==> src/rtl/cache_pkg.sv <==
// Shared types and geometry for the direct-mapped cache controller.
package cache_pkg;

    localparam logic RW_READ    = 1'b1;
    localparam logic RW_WRITE   = 1'b0;
    localparam int   INDEX_W    = 8;
    localparam int   OFFSET_W   = 2;
    localparam int   LINE_BYTES = 4;

    typedef enum logic [3:0] {
        S_IDLE,
        S_LOOKUP,
        S_RD,
        S_RESP,
        S_FILL_REQ,
        S_FILL_WR,
        S_WR_RAM,
        S_MEM_WR,
        S_DONE
    } state_e;

endpackage

==> src/rtl/cache_tag_array.sv <==
// Tag store and valid bits: combinational lookup, single posedge line-install port.
module cache_tag_array
    import cache_pkg::*;
#(
    parameter int TAG_W = 6
) (
    input  logic               clk,
    input  logic               rst_n,
    input  logic [INDEX_W-1:0] rd_index,
    output logic               rd_valid,
    output logic [TAG_W-1:0]   rd_tag,
    input  logic               wr_en,
    input  logic [INDEX_W-1:0] wr_index,
    input  logic [TAG_W-1:0]   wr_tag
);

    localparam int LINES = 1 << INDEX_W;

    logic [LINES-1:0] valid_q, valid_d;
    logic [TAG_W-1:0] tag_q [LINES];

    always_comb begin
        valid_d = valid_q;
        if (wr_en) valid_d[wr_index] = 1'b1;
    end

    always_ff @(posedge clk or negedge rst_n) begin
        if (!rst_n) valid_q <= '0;
        else        valid_q <= valid_d;
    end

    // Tags carry no reset; a line is only trusted once its valid bit is set.
    always_ff @(posedge clk) begin
        if (wr_en) tag_q[wr_index] <= wr_tag;
    end

    assign rd_valid = valid_q[rd_index];
    assign rd_tag   = tag_q[rd_index];

endmodule

==> src/rtl/cache_ctrl.sv <==
// Direct-mapped write-through, no-write-allocate cache controller driving an
// external negedge-clocked byte RAM and a req/ack backing memory.
module cache_ctrl
    import cache_pkg::*;
#(
    parameter int ADDR_W = 16,
    parameter int CNT_W  = 16
) (
    input  logic              clk,
    input  logic              rst_n,
    input  logic              cpu_req,
    input  logic              cpu_rw,
    input  logic [ADDR_W-1:0] cpu_addr,
    input  logic [7:0]        cpu_wdata,
    output logic [7:0]        cpu_rdata,
    output logic              cpu_ready,
    output logic              mem_req,
    output logic              mem_rw,
    output logic [ADDR_W-1:0] mem_addr,
    output logic [7:0]        mem_wdata,
    input  logic [7:0]        mem_rdata,
    input  logic              mem_ack,
    output logic              ram_en,
    output logic              ram_rw,
    output logic [7:0]        ram_index,
    output logic [1:0]        ram_byte,
    output logic [7:0]        ram_din,
    input  logic [7:0]        ram_dout,
    output logic [CNT_W-1:0]  hit_count,
    output logic [CNT_W-1:0]  miss_count
);

    localparam int TAG_W = ADDR_W - INDEX_W - OFFSET_W;

    state_e              state_q, state_d;
    logic [ADDR_W-1:0]   addr_q, addr_d;
    logic                rw_q, rw_d;
    logic [7:0]          wdata_q, wdata_d;
    logic [1:0]          k_q, k_d;
    logic                refill_q, refill_d;
    logic [7:0]          cpu_rdata_q, cpu_rdata_d;
    logic                cpu_ready_q, cpu_ready_d;
    logic                mem_req_q, mem_req_d;
    logic                mem_rw_q, mem_rw_d;
    logic [ADDR_W-1:0]   mem_addr_q, mem_addr_d;
    logic [7:0]          mem_wdata_q, mem_wdata_d;
    logic                ram_en_q, ram_en_d;
    logic                ram_rw_q, ram_rw_d;
    logic [7:0]          ram_index_q, ram_index_d;
    logic [1:0]          ram_byte_q, ram_byte_d;
    logic [7:0]          ram_din_q, ram_din_d;
    logic [CNT_W-1:0]    hit_q, hit_d, miss_q, miss_d;

    logic [TAG_W-1:0]    tag_w, lk_tag;
    logic [INDEX_W-1:0]  idx_w;
    logic                lk_valid, hit, tag_we;

    assign tag_w = addr_q[ADDR_W-1 -: TAG_W];
    assign idx_w = addr_q[OFFSET_W +: INDEX_W];
    assign hit   = lk_valid && (lk_tag == tag_w);

    cache_tag_array #(.TAG_W(TAG_W)) u_tags (
        .clk      (clk),
        .rst_n    (rst_n),
        .rd_index (idx_w),
        .rd_valid (lk_valid),
        .rd_tag   (lk_tag),
        .wr_en    (tag_we),
        .wr_index (idx_w),
        .wr_tag   (tag_w)
    );

    always_comb begin
        state_d     = state_q;
        addr_d      = addr_q;
        rw_d        = rw_q;
        wdata_d     = wdata_q;
        k_d         = k_q;
        refill_d    = refill_q;
        cpu_rdata_d = cpu_rdata_q;
        cpu_ready_d = 1'b0;
        mem_req_d   = mem_req_q;
        mem_rw_d    = mem_rw_q;
        mem_addr_d  = mem_addr_q;
        mem_wdata_d = mem_wdata_q;
        ram_en_d    = 1'b0;
        ram_rw_d    = ram_rw_q;
        ram_index_d = ram_index_q;
        ram_byte_d  = ram_byte_q;
        ram_din_d   = ram_din_q;
        hit_d       = hit_q;
        miss_d      = miss_q;
        tag_we      = 1'b0;

        case (state_q)
            S_IDLE: begin
                if (cpu_req) begin
                    addr_d   = cpu_addr;
                    rw_d     = cpu_rw;
                    wdata_d  = cpu_wdata;
                    refill_d = 1'b0;
                    state_d  = S_LOOKUP;
                end
            end
            S_LOOKUP: begin
                ram_index_d = idx_w;
                ram_byte_d  = addr_q[OFFSET_W-1:0];
                if (hit) begin
                    // The re-lookup after a fill was already counted as a miss.
                    if (!refill_q) hit_d = hit_q + CNT_W'(1);
                    ram_en_d = 1'b1;
                    if (rw_q == RW_READ) begin
                        ram_rw_d = RW_READ;
                        state_d  = S_RD;
                    end else begin
                        ram_rw_d  = RW_WRITE;
                        ram_din_d = wdata_q;
                        state_d   = S_WR_RAM;
                    end
                end else begin
                    miss_d    = miss_q + CNT_W'(1);
                    mem_req_d = 1'b1;
                    if (rw_q == RW_READ) begin
                        k_d        = 2'd0;
                        mem_rw_d   = RW_READ;
                        mem_addr_d = {addr_q[ADDR_W-1:OFFSET_W], 2'd0};
                        state_d    = S_FILL_REQ;
                    end else begin
                        mem_rw_d    = RW_WRITE;
                        mem_addr_d  = addr_q;
                        mem_wdata_d = wdata_q;
                        state_d     = S_MEM_WR;
                    end
                end
            end
            S_RD: begin
                cpu_rdata_d = ram_dout;
                cpu_ready_d = 1'b1;
                state_d     = S_RESP;
            end
            S_RESP: state_d = S_IDLE;
            S_FILL_REQ: begin
                if (mem_ack) begin
                    mem_req_d   = 1'b0;
                    ram_en_d    = 1'b1;
                    ram_rw_d    = RW_WRITE;
                    ram_index_d = idx_w;
                    ram_byte_d  = k_q;
                    ram_din_d   = mem_rdata;
                    state_d     = S_FILL_WR;
                end
            end
            S_FILL_WR: begin
                if (k_q == 2'd3) begin
                    tag_we   = 1'b1;
                    refill_d = 1'b1;
                    state_d  = S_LOOKUP;
                end else begin
                    k_d        = k_q + 2'd1;
                    mem_req_d  = 1'b1;
                    mem_addr_d = {addr_q[ADDR_W-1:OFFSET_W], k_q + 2'd1};
                    state_d    = S_FILL_REQ;
                end
            end
            S_WR_RAM: begin
                mem_req_d   = 1'b1;
                mem_rw_d    = RW_WRITE;
                mem_addr_d  = addr_q;
                mem_wdata_d = wdata_q;
                state_d     = S_MEM_WR;
            end
            S_MEM_WR: begin
                if (mem_ack) begin
                    mem_req_d   = 1'b0;
                    cpu_ready_d = 1'b1;
                    state_d     = S_DONE;
                end
            end
            S_DONE:  state_d = S_IDLE;
            default: state_d = S_IDLE;
        endcase
    end

    always_ff @(posedge clk or negedge rst_n) begin
        if (!rst_n) begin
            state_q     <= S_IDLE;
            addr_q      <= '0;
            rw_q        <= 1'b0;
            wdata_q     <= '0;
            k_q         <= '0;
            refill_q    <= 1'b0;
            cpu_rdata_q <= '0;
            cpu_ready_q <= 1'b0;
            mem_req_q   <= 1'b0;
            mem_rw_q    <= 1'b0;
            mem_addr_q  <= '0;
            mem_wdata_q <= '0;
            ram_en_q    <= 1'b0;
            ram_rw_q    <= 1'b0;
            ram_index_q <= '0;
            ram_byte_q  <= '0;
            ram_din_q   <= '0;
            hit_q       <= '0;
            miss_q      <= '0;
        end else begin
            state_q     <= state_d;
            addr_q      <= addr_d;
            rw_q        <= rw_d;
            wdata_q     <= wdata_d;
            k_q         <= k_d;
            refill_q    <= refill_d;
            cpu_rdata_q <= cpu_rdata_d;
            cpu_ready_q <= cpu_ready_d;
            mem_req_q   <= mem_req_d;
            mem_rw_q    <= mem_rw_d;
            mem_addr_q  <= mem_addr_d;
            mem_wdata_q <= mem_wdata_d;
            ram_en_q    <= ram_en_d;
            ram_rw_q    <= ram_rw_d;
            ram_index_q <= ram_index_d;
            ram_byte_q  <= ram_byte_d;
            ram_din_q   <= ram_din_d;
            hit_q       <= hit_d;
            miss_q      <= miss_d;
        end
    end

    assign cpu_rdata  = cpu_rdata_q;
    assign cpu_ready  = cpu_ready_q;
    assign mem_req    = mem_req_q;
    assign mem_rw     = mem_rw_q;
    assign mem_addr   = mem_addr_q;
    assign mem_wdata  = mem_wdata_q;
    assign ram_en     = ram_en_q;
    assign ram_rw     = ram_rw_q;
    assign ram_index  = ram_index_q;
    assign ram_byte   = ram_byte_q;
    assign ram_din    = ram_din_q;
    assign hit_count  = hit_q;
    assign miss_count = miss_q;

endmodule

==> config.mk <==
export PLATFORM = sky130hd
export DESIGN_NAME = cache_ctrl
export DESIGN_NICKNAME = d
export VERILOG_FILES = /design/src/rtl/cache_pkg.sv /design/src/rtl/cache_tag_array.sv /design/src/rtl/cache_ctrl.sv
export SDC_FILE = /design/constraint.sdc
export NUM_CORES = 2
export LEC_CHECK = 0
export CAP_MARGIN = 20
export CORE_MARGIN = 2
export CORE_UTILIZATION = 60
export CTS_CLUSTER_SIZE = 30
export DETAILED_ROUTE_END_ITERATION = 7
export PLACE_DENSITY = 0.77
export REMOVE_ABC_BUFFERS = 1
export SLEW_MARGIN = 30
export SYNTH_ARGS = -nofsm -noshare
export SYNTH_HDL_FRONTEND = slang
export SYNTH_SLANG_ARGS = --single-unit
==> constraint.sdc <==
create_clock -name clk -period 5.8 [get_ports clk]
set_clock_uncertainty 0.05 [all_clocks]
set_input_delay 1.16 -clock clk [delete_from_list [all_inputs] [get_ports clk]]
set_output_delay 1.16 -clock clk [all_outputs]
set_load 0.02 [all_outputs]
## After elaboration in Yosys (flattened, before gate mapping)

Memories as Yosys holds them, arrays and structs flattened.
Index checks and enable logic that the tools add are counted.

| storage, ports and cells | value |
|---|---|
| register bits after elaboration | 375 |
| bits in writable memories | 1,536 |
| output and inout port bits | 87 |
| word-level logic and storage cells | 120 |
| memories kept | 1 |

Memories:

| name | words | width | read ports | clocked after Yosys merged registers in | write ports | line | text |
|---|---|---|---|---|---|---|---|
| u_tags.tag_q | 256 | 6 | 1 | 0 | 1 | cache_tag_array.sv:20 | `logic [TAG_W-1:0] tag_q [LINES];` |

| operators by class | value |
|---|---|
| add/subtract/negate cells | 3 |
| magnitude comparators | 2 |
| eq/ne operators | 18 |
| muxes and demuxes | 50 |
| bitwise operators | 3 |
| reduce and logical (&&, ||, !) cells | 23 |

Operator list:

| operator | count |
|---|---|
| 256-bit bitwise OR | 1 |
| 16-bit one-hot mux with 3 select lines | 1 |
| 8-bit one-hot mux with 2 select lines | 3 |
| 8-bit 2-to-1 mux | 5 |
| 16-bit by 1-bit adder with 16-bit output (second input constant) | 2 |
| 16-bit 2-to-1 mux | 2 |
| 4-bit one-hot mux with 7 select lines | 1 |
| 2-bit inequality test (second input constant) | 9 |
| 3-bit AND reduction | 6 |
| 4-bit by 3-bit equality test with 1-bit output (second input constant) | 4 |
| 1-bit 2-to-1 mux | 16 |
| 4-bit 2-to-1 mux | 4 |
| 2-bit 2-to-1 mux | 6 |
| 4-bit AND reduction | 3 |
| 1-bit one-hot mux with 2 select lines | 5 |
| 8-bit by 9-bit less-than comparator with 1-bit output (second input constant) | 1 |
| 1-bit binary-select mux with 8-bit select | 1 |
| 1-bit demux with 8-bit select | 1 |
| 8-bit by 1-bit greater-or-equal comparator with 1-bit output (second input constant) | 1 |
| 2-bit one-hot mux with 2 select lines | 2 |
| 2-bit AND reduction | 4 |
| 2-bit nonzero test | 4 |
| 6-bit equality test | 1 |
| 3-bit 2-to-1 mux | 2 |
| 12 further kinds | 14 |

## Depth between registers and ports, before layout

| depth | value |
|---|---|
| depth in word-level cells | 5 |
| gate-level depth with buffers | 20 |

## By module

A second synthesis with hierarchy kept.

| unflattened totals | value |
|---|---|
| cells, all modules | 4,041 |
| area total of the unflattened synthesis | 75,561.2 um^2 |

Modules (own cells, without submodules):

| module | instances | cells each | area each (um^2) |
|---|---|---|---|
| cache_tag_array | 1 | 3,630 | 70,382.5 |
| cache_ctrl | 1 | 411 | 5,178.7 |

## Least setup slack after synthesis

No wires, ideal clock.

| path | value |
|---|---|
| path kind | flip-flop to flip-flop |
| start point | register addr_q[13] |
| end point | register mem_addr_q[13] (netlist: mem_addr[13]) |
| arrival time | 5.039 ns |
| required time | 5.608 ns |
| path slack | 0.569 ns |
| cell stages (with the launch flop) | 9 |
| path buffers | 1 |
| path through | dfrtp_1 nand2b_1 mux2i_1 a2111oi_0 and3_1 nand3_2 nand3_2 buf_2 mux2_2 |

| on the way | value |
|---|---|
| cells in the longest elaborated chain, start to end | 4 |
| elaborated cells between the ends (all ways) | 7 |
| classes of those cells | 2 x eq/ne; 3 x mux; 2 x reduce/logical |

Ends and longest elaborated chain:

| element | line | text |
|---|---|---|
| start, declared | cache_ctrl.sv:36 | `logic [ADDR_W-1:0] addr_q, addr_d;` |
| start signal, assigned | cache_ctrl.sv:207 | `addr_q <= addr_d;` |
| 6-bit equality test | cache_ctrl.sv:60 | `assign hit = lk_valid && (lk_tag == tag_w);` |
| 1-bit logical AND | cache_ctrl.sv:60 |  |
| 2-bit inequality test (no source line) | -- |  |
| 3-bit AND reduction (no source line) | -- |  |
| end signal, assigned | cache_ctrl.sv:216 | `mem_addr_q <= mem_addr_d;` |
| end, declared | cache_ctrl.sv:45 | `logic [ADDR_W-1:0] mem_addr_q, mem_addr_d;` |

Several ways; a longest one is shown, not always the timed one. The select of a mux whose other input is x is not followed.
A chain may end at the register's enable or synchronous reset.

## Worst setup path in the final report

| path | value |
|---|---|
| start point | register addr_q[2] |
| end point | register hit_q[1] (netlist: hit_count[1]) |

| on the way | value |
|---|---|
| cells in the longest elaborated chain, start to end | 4 |
| elaborated cells between the ends (all ways) | 6 |
| classes of those cells | 1 x eq/ne; 2 x mux; 2 x reduce/logical; 1 x memory |

Ends and longest elaborated chain:

| element | line | text |
|---|---|---|
| memory read 256 x 6 bit or 1-bit binary-select mux with 8-bit select (tied branches) | -- |  |
| 6-bit equality test or 1-bit 2-to-1 mux (tied branches) | cache_ctrl.sv:60, cache_tag_array.sv:37 |  |
| 1-bit logical AND * | cache_ctrl.sv:60 |  |
| 3-bit AND reduction (no source line) * | -- |  |
| end signal, assigned | cache_ctrl.sv:223 | `hit_q <= hit_d;` |
| end, declared | cache_ctrl.sv:52 | `logic [CNT_W-1:0] hit_q, hit_d, miss_q, miss_d;` |

Mark *: on every way between the ends. The rest lies on a longest branch, timed or not. The select of a mux whose other input is x is not followed.

==> results.toml <==
[outcome]
outcome = "finished clean"

[setup_path]
crit_family = "simple AND/OR/NAND/NOR gates"
crit_required_ps = 6420
critPathArrivalTime_ps = 6320
slowest_stage = "dfrtp_4"
cpMostUsedCell = "buf_4"
critPathBufInv = 4
worst-path-max-fanout = 17
crit_type = "flip-flop to flip-flop"
startpoint_type = "flip-flop"
worstPathCellList = "buf_12 -> buf_4 -> nand3b_1 -> buf_4 -> nor3_1 -> nor4_1 -> a21oi_1 -> nor4_2 -> a22oi_1 -> xor2_1 -> a221oi_2 -> nand3_2 -> buf_4 -> nor2_1 -> mux2_2"
regToRegSetupSlack_ps = 100
cp-end-kind = "flip-flop"
crit_path_max_incr_delay_ps = 720

[yosys]
yosysSeqAreaShare_pct = 73.3
synth_edf_count = 1536
synth_top_family_by_area = "multiplexers"
synth_area_leader_cell = "edfxtp_1"
syn_inst = 4158
synth_area_per_cell_um2 = 18.2
ys.flop_type = "edfxtp_1"
synth_top_area_share_pct = 60.9
async_flop_share_pct = 19.6
yosysMostFrequentCell = "edfxtp_1"
syn_area_mm2 = 0.0757
synth-xor-area-share_pct = 0.428
synth_area_leaders = "edfxtp_1 61%, dfrtp_1 12%, mux4_2 11%"
synthMuxAreaShare_pct = 14.9
synth-compound-area-share_pct = 3.10
yosys.area_share.simple_pct = 6.34
synth_warnings = 0
synthTopCellsByCount = "1536 x edfxtp_1, 375 x dfrtp_1, 356 x mux4_2"
ys_ff_latch = 1911
synth_fa_ha_area_share_pct = 0.0496
synthDistinctLibCells = 75

[sta]
rsz0062_at_grt = "false"
hold_violations = 0
tns_ps = 0
hold_slack_ps = 362
fmax_ghz = 0.175
slew_viol_final = 0
timing.final.crit_share_pct = 98.3
slew_headroom_pct = 30.5
finalSetupViolations = 0
min_period_ps = 5700
worstMarginPinSlew_ps = 1040

[clock_tree]
insertion_delay_ps = 810
cts_tree = "built"
clock-sinks = 1911
post-cts-setup-buffer-count = 0
clockRootBuffer = "clkbuf_16"
htree_levels = 4
cts_buffer_depth = 3
numCtsBuffers = 182
clk_pin_slew_worst_paths_ps = 60

[global_route]
grt_max_degree = 197
antenna_found_initial = 10
grt_overflow_total = 0
grt_pass1_vias = 41900
grt_pass1_wl_mm = 301
track_usage_pct = 32.7

[finish]
syn2layout_area_growth_pct = 13.0
drive_above_1_share_pct = 26.4
fin_nets = 4468

[job]
cap_violations = 0

[floorplanning]
core_area_mm2 = 0.125
initial_core_util_pct = 60.4
fp.dieW_um = 359
rows = 130
io_pins = 132
fp.dieH_um = 359
die_area_mm2 = 0.129

[routing]
num_vias = 42800
drc = 0
drt_iter0_markers = 6953
detail-route-antenna-nets = 0
viasPerCell = 6.86
wirelength_mm = 210
dr.pass1.iters = 8
wl_per_cell_um = 33.8

[placed_design]
hpwl_mm = 135
port_buffers = 131
globalplace.congestion = 1.01

[power]
p_per_area_mw_per_mm2 = 511
ir_drop_uv = 396
p_leak_nw = 30.5

[min_path]
min_path_type = "input port to asynchronous set/reset pin"
kinds of logic after synthesis:
| logic type | after synthesis |
|---|---|
| compound gates | 324 |
| xor+xnor | 37 |
| mux | 670 |
| simple gates | 954 |
| flops | 1911 |
| fa+ha+maj | 3 |
| buf+inv | 259 |
cells in the final DEF, fill, tap and decap left out, types with 14 or more instances in the layout:
cell,instances
nor2b_1,15
clkinv_1,24
nand4_1,17
a21oi_1,44
or2_2,262
nor2_1,309
nand2b_1,19
mux4_2,356
clkdlybuf4s50_1,130
clkbuf_8,28
clkinv_2,34
buf_12,26
nor4_1,27
xnor2_1,20
and3_1,14
nand2_1,144
a22oi_1,102
clkbuf_1,48
buf_4,158
nand3_1,56
o22ai_1,30
mux2i_1,229
edfxtp_1,1536
clkbuf_16,188
o21ai_0,21
mux2_2,85
a31oi_1,17
a211oi_1,14
inv_1,16
nor3_1,32
dfrtp_1,363
xor2_1,17
routing by layer:
metal / vias to the layer above / routed length [µm] / part of all wire [%] / GRT usage (%)
li1: 16900 / - / - / -
met1: 22000 / 75500 / 36 / 44.8
met2: 3220 / 96800 / 46 / 49.2
met3: 640 / 26700 / 13 / 9.36
met4: 12 / 11300 / 5.4 / 15.3
met5: - / 74 / 0.035 / 0
per-stage QoR:
step | std cells | instance area (µm²) | total power (W) | utilization [%] | setup WS (ps)
after floorplan | 3917 | 74400 | 0.0260 | - | -15900
after global placement | 5884 | 79500 | 0.0314 | 63.4 | 231
after detailed placement | 5884 | 79500 | 0.0317 | 63.4 | 184
after CTS | 6227 | 85500 | 0.0433 | 68.2 | 151
after global routing | 6230 | 85600 | 0.0447 | 68.2 | 61.8
final | 6232 | 85600 | 0.0437 | 68.2 | 98.5
final cells by class:
class / instances / area [µm²]
tap: 1650 / 2060
clock inverter: 79 / 669
multi-input combinational: 1988 / 18900
clock buffer: 264 / 5270
inverter: 18 / 67.6
fill: 7762 / 39800
sequential: 1911 / 55600
antenna: 3 / 7.51
timing repair buffer: 319 / 3080
final timing paths:
path	startpoint	endpoint	cells after the start
max	addr_q[2]	hit_count[1]	15
min	rst_n	u_tags.valid_q[135]	1
max reg2reg	addr_q[2]	hit_count[1]	15
min reg2reg	u_tags.valid_q[53]	u_tags.valid_q[53]	1
max in group asynchronous	rst_n	u_tags.valid_q[93]	2
min in group clk	u_tags.valid_q[53]	u_tags.valid_q[53]	1
registers in the layout, indices dropped and copies added (netlist names):
name            count
u_tags.tag_q     1536
state_q             4
rw_q                1
ram_en              1
wdata_q             8
cpu_rdata           8
mem_wdata           8
addr_q             16
mem_rw              1
ram_din             8
ram_byte            2
refill_q            1
ram_index           8
hit_count          16
ram_rw              1
mem_addr           16
cpu_ready           1
k_q                 2
miss_count         16
u_tags.valid_q    256
mem_req             1
power by group:
part	leakage, nW	internal (W)	switching, W
combinational	8.67	0.00514	0.00895
sequential	18.9	0.0169	0.000866
clock	2.94	0.00672	0.00507
total	30.5	0.0288	0.0149
repair_timing:
item | CTS | global route
resized for setup | 0 | 3
setup endpoints to repair | 0 | 39
hold buffers | 0 | 0
(Power assumes the default switching activity.)
